===== src/rtl/rect_scan_unit.sv =====
// Per-pixel rectangle scanner: streams every rect descriptor from a synchronous-read RAM
// and resolves the colour of the highest-index enabled rectangle containing the pixel.
module rect_scan_unit #(
    parameter int                     COORD_WIDTH = 16,
    parameter int                     COLOR_WIDTH = 16,
    parameter int                     RECT_COUNT  = 64,
    parameter int                     ADDR_WIDTH  = $clog2(RECT_COUNT),
    parameter logic [COLOR_WIDTH-1:0] BG_COLOR    = '0
) (
    input  logic                                   clk,
    input  logic                                   reset,
    input  logic                                   pix_valid,
    output logic                                   pix_ready,
    input  logic [COORD_WIDTH-1:0]                 pix_x,
    input  logic [COORD_WIDTH-1:0]                 pix_y,
    output logic                                   rect_rd_en,
    output logic [ADDR_WIDTH-1:0]                  rect_addr,
    input  logic [1+4*COORD_WIDTH+COLOR_WIDTH-1:0] rect_rdata,
    output logic                                   out_valid,
    input  logic                                   out_ready,
    output logic [COLOR_WIDTH-1:0]                 out_color,
    output logic                                   out_hit
);

    localparam int                    DESC_W    = 1 + 4*COORD_WIDTH + COLOR_WIDTH;
    localparam logic [ADDR_WIDTH-1:0] LAST_ADDR = ADDR_WIDTH'(RECT_COUNT - 1);

    typedef enum logic [1:0] {IDLE, SCAN, DONE} state_t;

    state_t state, state_nx;

    logic                   vld_p0;
    logic                   last_p0;
    logic [COORD_WIDTH-1:0] x_q, y_q;
    logic                   acc_hit, acc_hit_nx;
    logic [COLOR_WIDTH-1:0] acc_color, acc_color_nx;

    logic                   desc_en;
    logic [COORD_WIDTH-1:0] desc_left, desc_top, desc_right, desc_bottom;
    logic [COLOR_WIDTH-1:0] desc_color;

    // Half-open, unsigned, full-width compare: an empty or inverted box can never hit.
    function automatic logic rect_hit(
        input logic                   en,
        input logic [COORD_WIDTH-1:0] left,
        input logic [COORD_WIDTH-1:0] top,
        input logic [COORD_WIDTH-1:0] right,
        input logic [COORD_WIDTH-1:0] bottom,
        input logic [COORD_WIDTH-1:0] x,
        input logic [COORD_WIDTH-1:0] y
    );
        return en && (left <= x) && (x < right) && (top <= y) && (y < bottom);
    endfunction

    assign desc_en     = rect_rdata[DESC_W-1];
    assign desc_left   = rect_rdata[COLOR_WIDTH+4*COORD_WIDTH-1 -: COORD_WIDTH];
    assign desc_top    = rect_rdata[COLOR_WIDTH+3*COORD_WIDTH-1 -: COORD_WIDTH];
    assign desc_right  = rect_rdata[COLOR_WIDTH+2*COORD_WIDTH-1 -: COORD_WIDTH];
    assign desc_bottom = rect_rdata[COLOR_WIDTH+COORD_WIDTH-1 -: COORD_WIDTH];
    assign desc_color  = rect_rdata[COLOR_WIDTH-1:0];

    always_comb begin
        acc_hit_nx   = acc_hit;
        acc_color_nx = acc_color;
        if (rect_hit(desc_en, desc_left, desc_top, desc_right, desc_bottom, x_q, y_q)) begin
            acc_hit_nx   = 1'b1;
            acc_color_nx = desc_color;
        end
    end

    always_comb begin
        state_nx = state;
        case (state)
            IDLE:    if (pix_valid)         state_nx = SCAN;
            SCAN:    if (vld_p0 && last_p0) state_nx = DONE;
            DONE:    if (out_ready)         state_nx = IDLE;
            default:                        state_nx = IDLE;
        endcase
    end

    always_ff @(posedge clk) begin
        if (reset) begin
            state      <= IDLE;
            pix_ready  <= 1'b1;
            rect_rd_en <= 1'b0;
            rect_addr  <= '0;
            vld_p0     <= 1'b0;
            last_p0    <= 1'b0;
            out_valid  <= 1'b0;
            out_hit    <= 1'b0;
            out_color  <= BG_COLOR;
        end else begin
            state     <= state_nx;
            pix_ready <= (state_nx == IDLE);

            // Stage p0: descriptor read issued last edge; its data is evaluated on the next edge.
            vld_p0  <= rect_rd_en;
            last_p0 <= rect_rd_en && (rect_addr == LAST_ADDR);

            if (state == IDLE && pix_valid) begin
                rect_rd_en <= 1'b1;
                rect_addr  <= '0;
            end else if (rect_rd_en) begin
                if (rect_addr == LAST_ADDR) begin
                    rect_rd_en <= 1'b0;
                    rect_addr  <= '0;
                end else begin
                    rect_addr <= rect_addr + 1'b1;
                end
            end

            if (vld_p0 && last_p0) begin
                out_valid <= 1'b1;
                out_hit   <= acc_hit_nx;
                out_color <= acc_color_nx;
            end else if (state == DONE && out_ready) begin
                out_valid <= 1'b0;
            end
        end
    end

    // Pixel and accumulator are data only: they are (re)initialised at every accept.
    always_ff @(posedge clk) begin
        if (state == IDLE && pix_valid && !reset) begin
            x_q       <= pix_x;
            y_q       <= pix_y;
            acc_hit   <= 1'b0;
            acc_color <= BG_COLOR;
        end else if (vld_p0) begin
            acc_hit   <= acc_hit_nx;
            acc_color <= acc_color_nx;
        end
    end

endmodule


===== config.mk =====
export PLATFORM = sky130hd
export DESIGN_NAME = rect_scan_unit
export DESIGN_NICKNAME = d
export VERILOG_FILES = /design/src/rtl/rect_scan_unit.sv
export SDC_FILE = /design/constraint.sdc
export NUM_CORES = 1
export LEC_CHECK = 0
export CORE_MARGIN = 10
export CORE_UTILIZATION = 33
export CTS_CLUSTER_DIAMETER = 30
export DETAILED_ROUTE_END_ITERATION = 12
export GPL_ROUTABILITY_DRIVEN = 0
export HOLD_SLACK_MARGIN = 0.12
export PLACE_DENSITY = 0.65
export SLEW_MARGIN = 5
export SYNTH_ARGS = -nofsm -noshare
export SYNTH_HDL_FRONTEND = slang
export SYNTH_SLANG_ARGS = --single-unit

===== constraint.sdc =====
create_clock -name clk -period 7.6 [get_ports clk]
set_clock_uncertainty 0.2 [all_clocks]
set_input_delay 1.9 -clock clk [delete_from_list [all_inputs] [get_ports clk]]
set_output_delay 1.9 -clock clk [all_outputs]
set_load 0.01 [all_outputs]

==> impl_metrics.py <==
metrics = {
    "setup_path": {
        "critPathLaunchType": "primary input",
        "crit_type": "in2reg",
        "reg2reg_from": "x_q[11]",
        "critical_path.endpoint_type": "flop",
        "cp_max_fo": 32,
        "reg2reg_depth": 9,
        "crit_path_max_incr_delay_ps": 770,
        "cp_slowest_cell": "or3_1",
        "regToRegSetupSlack_ps": 4160,
        "required_ps": 7580,
        "crit_buf_inv": 2,
        "path_delay_family": "compound AO/OA/AOI/OAI gates",
        "r2r_end": "out_color[13]",
        "path_cells": "clkdlybuf4s50_1, inv_1, ha_1, a21oi_1, o21ai_0, a2111oi_0, a211oi_1, or3_1, o41ai_1, a31oi_1",
        "worstPathArrival_ps": 5020,
    },
    "cts": {
        "numCtsBuffers": 9,
        "tritoncts": "done",
        "post_cts_buffers": 0,
        "clk_pin_slew_worst_paths_ps": 60,
        "htreeDepth": 3,
        "hold_buffers": 0,
        "clock-sinks": 79,
        "clockBufferDepth": 2,
        "post_cts_resize_count": 0,
        "cts_root_buf": "clkbuf_16",
        "clock_latency_ps": 340,
    },
    "final_layout": {
        "drive_above_1_share_pct": 4.17,
        "antennaDiodeCount": 0,
        "nets": 798,
        "mostFrequentLayoutCell": "clkdlybuf4s50_1",
        "instances_no_fill": 799,
        "layout_common_cells": "clkdlybuf4s50_1 (142), inv_1 (65), ha_1 (63)",
        "nFillCells": 1295,
        "area_growth_pct": 40.4,
    },
    "routing": {
        "viasPerCell": 5.17,
        "wirelength_mm": 13.6,
        "drt_pre_antenna_iters": 4,
        "wl_per_cell_um": 17.0,
        "dr_total_vias": 4131,
        "drc": 0,
        "initialDrtViolationCount": 237,
        "antenna_left": 0,
    },
    "logic_synthesis": {
        "synthMuxAreaShare_pct": 0,
        "syn_area_um2": 4560,
        "ys_seq_area_share_pct": 41.7,
        "synth_compound_area_share_pct": 21.3,
        "synthFlopType": "dfxtp_1",
        "yosys.area_share.simple_pct": 11.4,
        "synth.distinct_cells": 45,
        "async_flop_share_pct": 0,
        "synth_top_family_by_area": "compound AO/OA/AOI/OAI gates",
        "ys_ff_latch": 79,
        "synthXorXnorAreaFrac_pct": 0.384,
        "synthCells": 484,
        "synth_fa_ha_area_share_pct": 17.3,
        "synth_nets": 664,
        "syn_area_per_cell_um2": 9.42,
        "yosysWarnings": 0,
        "synth_edf_count": 32,
    },
    "timing": {
        "rsz0062_at_grt": "no",
        "slew_viol_final": 0,
        "tns_ps": 0,
        "worst_pin_slew_ps": 1270,
        "finalCriticalPeriod_ps": 5050,
        "fin_crit_sh_pct": 66.4,
        "max_slew_margin_pct": 15.2,
        "final_hold_viol_count": 0,
        "setup_violations": 0,
        "fmax_mhz": 198,
    },
    "pwr": {
        "power_switching_share_pct": 25.2,
        "power.density_nw_per_um2": 163,
        "p_comb_share_pct": 17.4,
        "internal-power_uw": 782,
        "p_leak_uw": 0.00260,
        "ir_drop_uv": 96.5,
        "p_total_uw": 1050,
        "clkPwrFrac_pct": 38.0,
        "p_switching_uw": 263,
        "seqPwrFrac_pct": 44.7,
    },
    "floorplan": {
        "dieArea_um2": 18900,
        "die_w_um": 138,
        "core-area_um2": 13400,
        "dieHeight_um": 138,
        "rows": 42,
        "pin_count": 143,
        "initial_core_util_pct": 34.0,
    },
    "status": {
        "outcome": "complete, no violations",
    },
    "hold_path": {
        "hold_depth": 2,
        "holdPathEnd": "out_color[4]",
        "min_path_type": "reg2reg",
        "worstHoldStart": "acc_color[4]",
    },
    "flow_run": {
        "max_cap_viol_count": 0,
    },
    "global_route": {
        "grt_usage_pct": 14.4,
        "overflow": 0,
        "grt_antenna_before_repair": 0,
        "grt_max_degree": 35,
        "grt_pass1_wl_mm": 21.9,
        "grt_pass1_vias": 4341,
    },
    "placement": {
        "io_buffers": 142,
        "placed_cells": 783,
        "hpwl_mm": 10.3,
    },
}
==> flip-flops by register name (all words and copies together), names as in the netlist, 2 cells and up <==
name and count:
state 2, rect_addr 6, acc_color 16, y_q 16, x_q 16, out_color 16
==> cells by family (layout without fill, tap and decap cells) <==
family | after synthesis | count (layout)
compound gates | 158 | 158
xor+xnor | 2 | 2
fa+ha+maj | 63 | 63
buf+inv | 87 | 226
flops | 79 | 79
simple gates | 95 | 95
==> cells in the mapped netlist, types with 3 or more instances <==
cell type / n / area share (%)
nand3_1: 31 / 3.4
a21o_1: 5 / 0.82
a21oi_1: 53 / 5.8
ha_1: 63 / 17
nand2b_1: 5 / 0.69
a31oi_1: 17 / 2.3
o41ai_1: 16 / 3.1
inv_1: 65 / 5.3
nor2b_1: 5 / 0.69
nand4_1: 10 / 1.4
buf_6: 4 / 0.99
buf_2: 5 / 0.55
nor2_1: 11 / 0.91
dfxtp_1: 47 / 21
a211oi_1: 5 / 0.82
and3_1: 3 / 0.41
clkbuf_1: 13 / 1.1
o21ai_0: 42 / 4.6
o211ai_1: 5 / 0.82
nand2_1: 16 / 1.3
edfxtp_1: 32 / 21
==> worst min-delay path: cells and delay by family (launching register included) <==
family,cells,cell delay (ps)
flops,1,310
compound gates,2,100
==> per-layer routing <==
| layer | up-vias | track usage (%) | part of all wire [%] |
|---|---|---|---|
| met1 | 1951 | 17.6 | 44 |
| li1 | 2049 | - | - |
| met3 | 12 | 4.52 | 7.8 |
| met4 | 0 | 4.51 | 1.1 |
| met5 | - | 0 | 0 |
| met2 | 119 | 23.6 | 47 |
==> how the worst max path moves through the flow <==
stage | end | depth (start not counted) | slack (ps) | startpoint
2_1_floorplan | out_color[15] | 10 | 3290 | rect_rdata[73]
3_3_place_gp | out_color[3] | 10 | 2310 | rect_rdata[43]
3_5_place_dp | out_color[13] | 10 | 2240 | rect_rdata[43]
4_1_cts | out_color[13] | 10 | 2580 | rect_rdata[43]
5_1_grt | out_color[3] | 10 | 2230 | rect_rdata[43]
6_report | out_color[13] | 10 | 2550 | rect_rdata[43]
==> power by group through the flow <==
| stage | clock, uW | sequential [uW] | combinational (uW) |
|---|---|---|---|
| CTS | 405 | 467 | 183 |
| global placement | 0 | 476 | 177 |
| finish | 397 | 467 | 181 |
| detailed placement | 0 | 476 | 182 |
| global route | 424 | 469 | 203 |
| floorplan | 0 | 473 | 91.6 |
==> area by class of cell <==
type / instances / area (um2) / share of cell area (%)
clock buffers: 13 / 250 / 3.91
clock inverters: 3 / 18.8 / 0.293
inverters: 65 / 244 / 3.81
multi-input cells: 318 / 2320 / 36.3
flip-flops and latches: 79 / 1900 / 29.7
well taps: 176 / 220 / 3.44
repair buffers: 145 / 1440 / 22.5
==> metrics by stage <==
stage                     hold slack, ps  area, um2  utilization (%)  setup WS, ps
after floorplan                      233       4560                -          3290
after global placement               240       6130             45.8          2310
after detailed placement             253       6130             45.8          2240
after CTS                            260       6400             47.8          2580
after global routing                 284       6400             47.8          2230
final                                256       6400             47.8          2550
No activity file was read; power rests on OpenSTA's default activity.
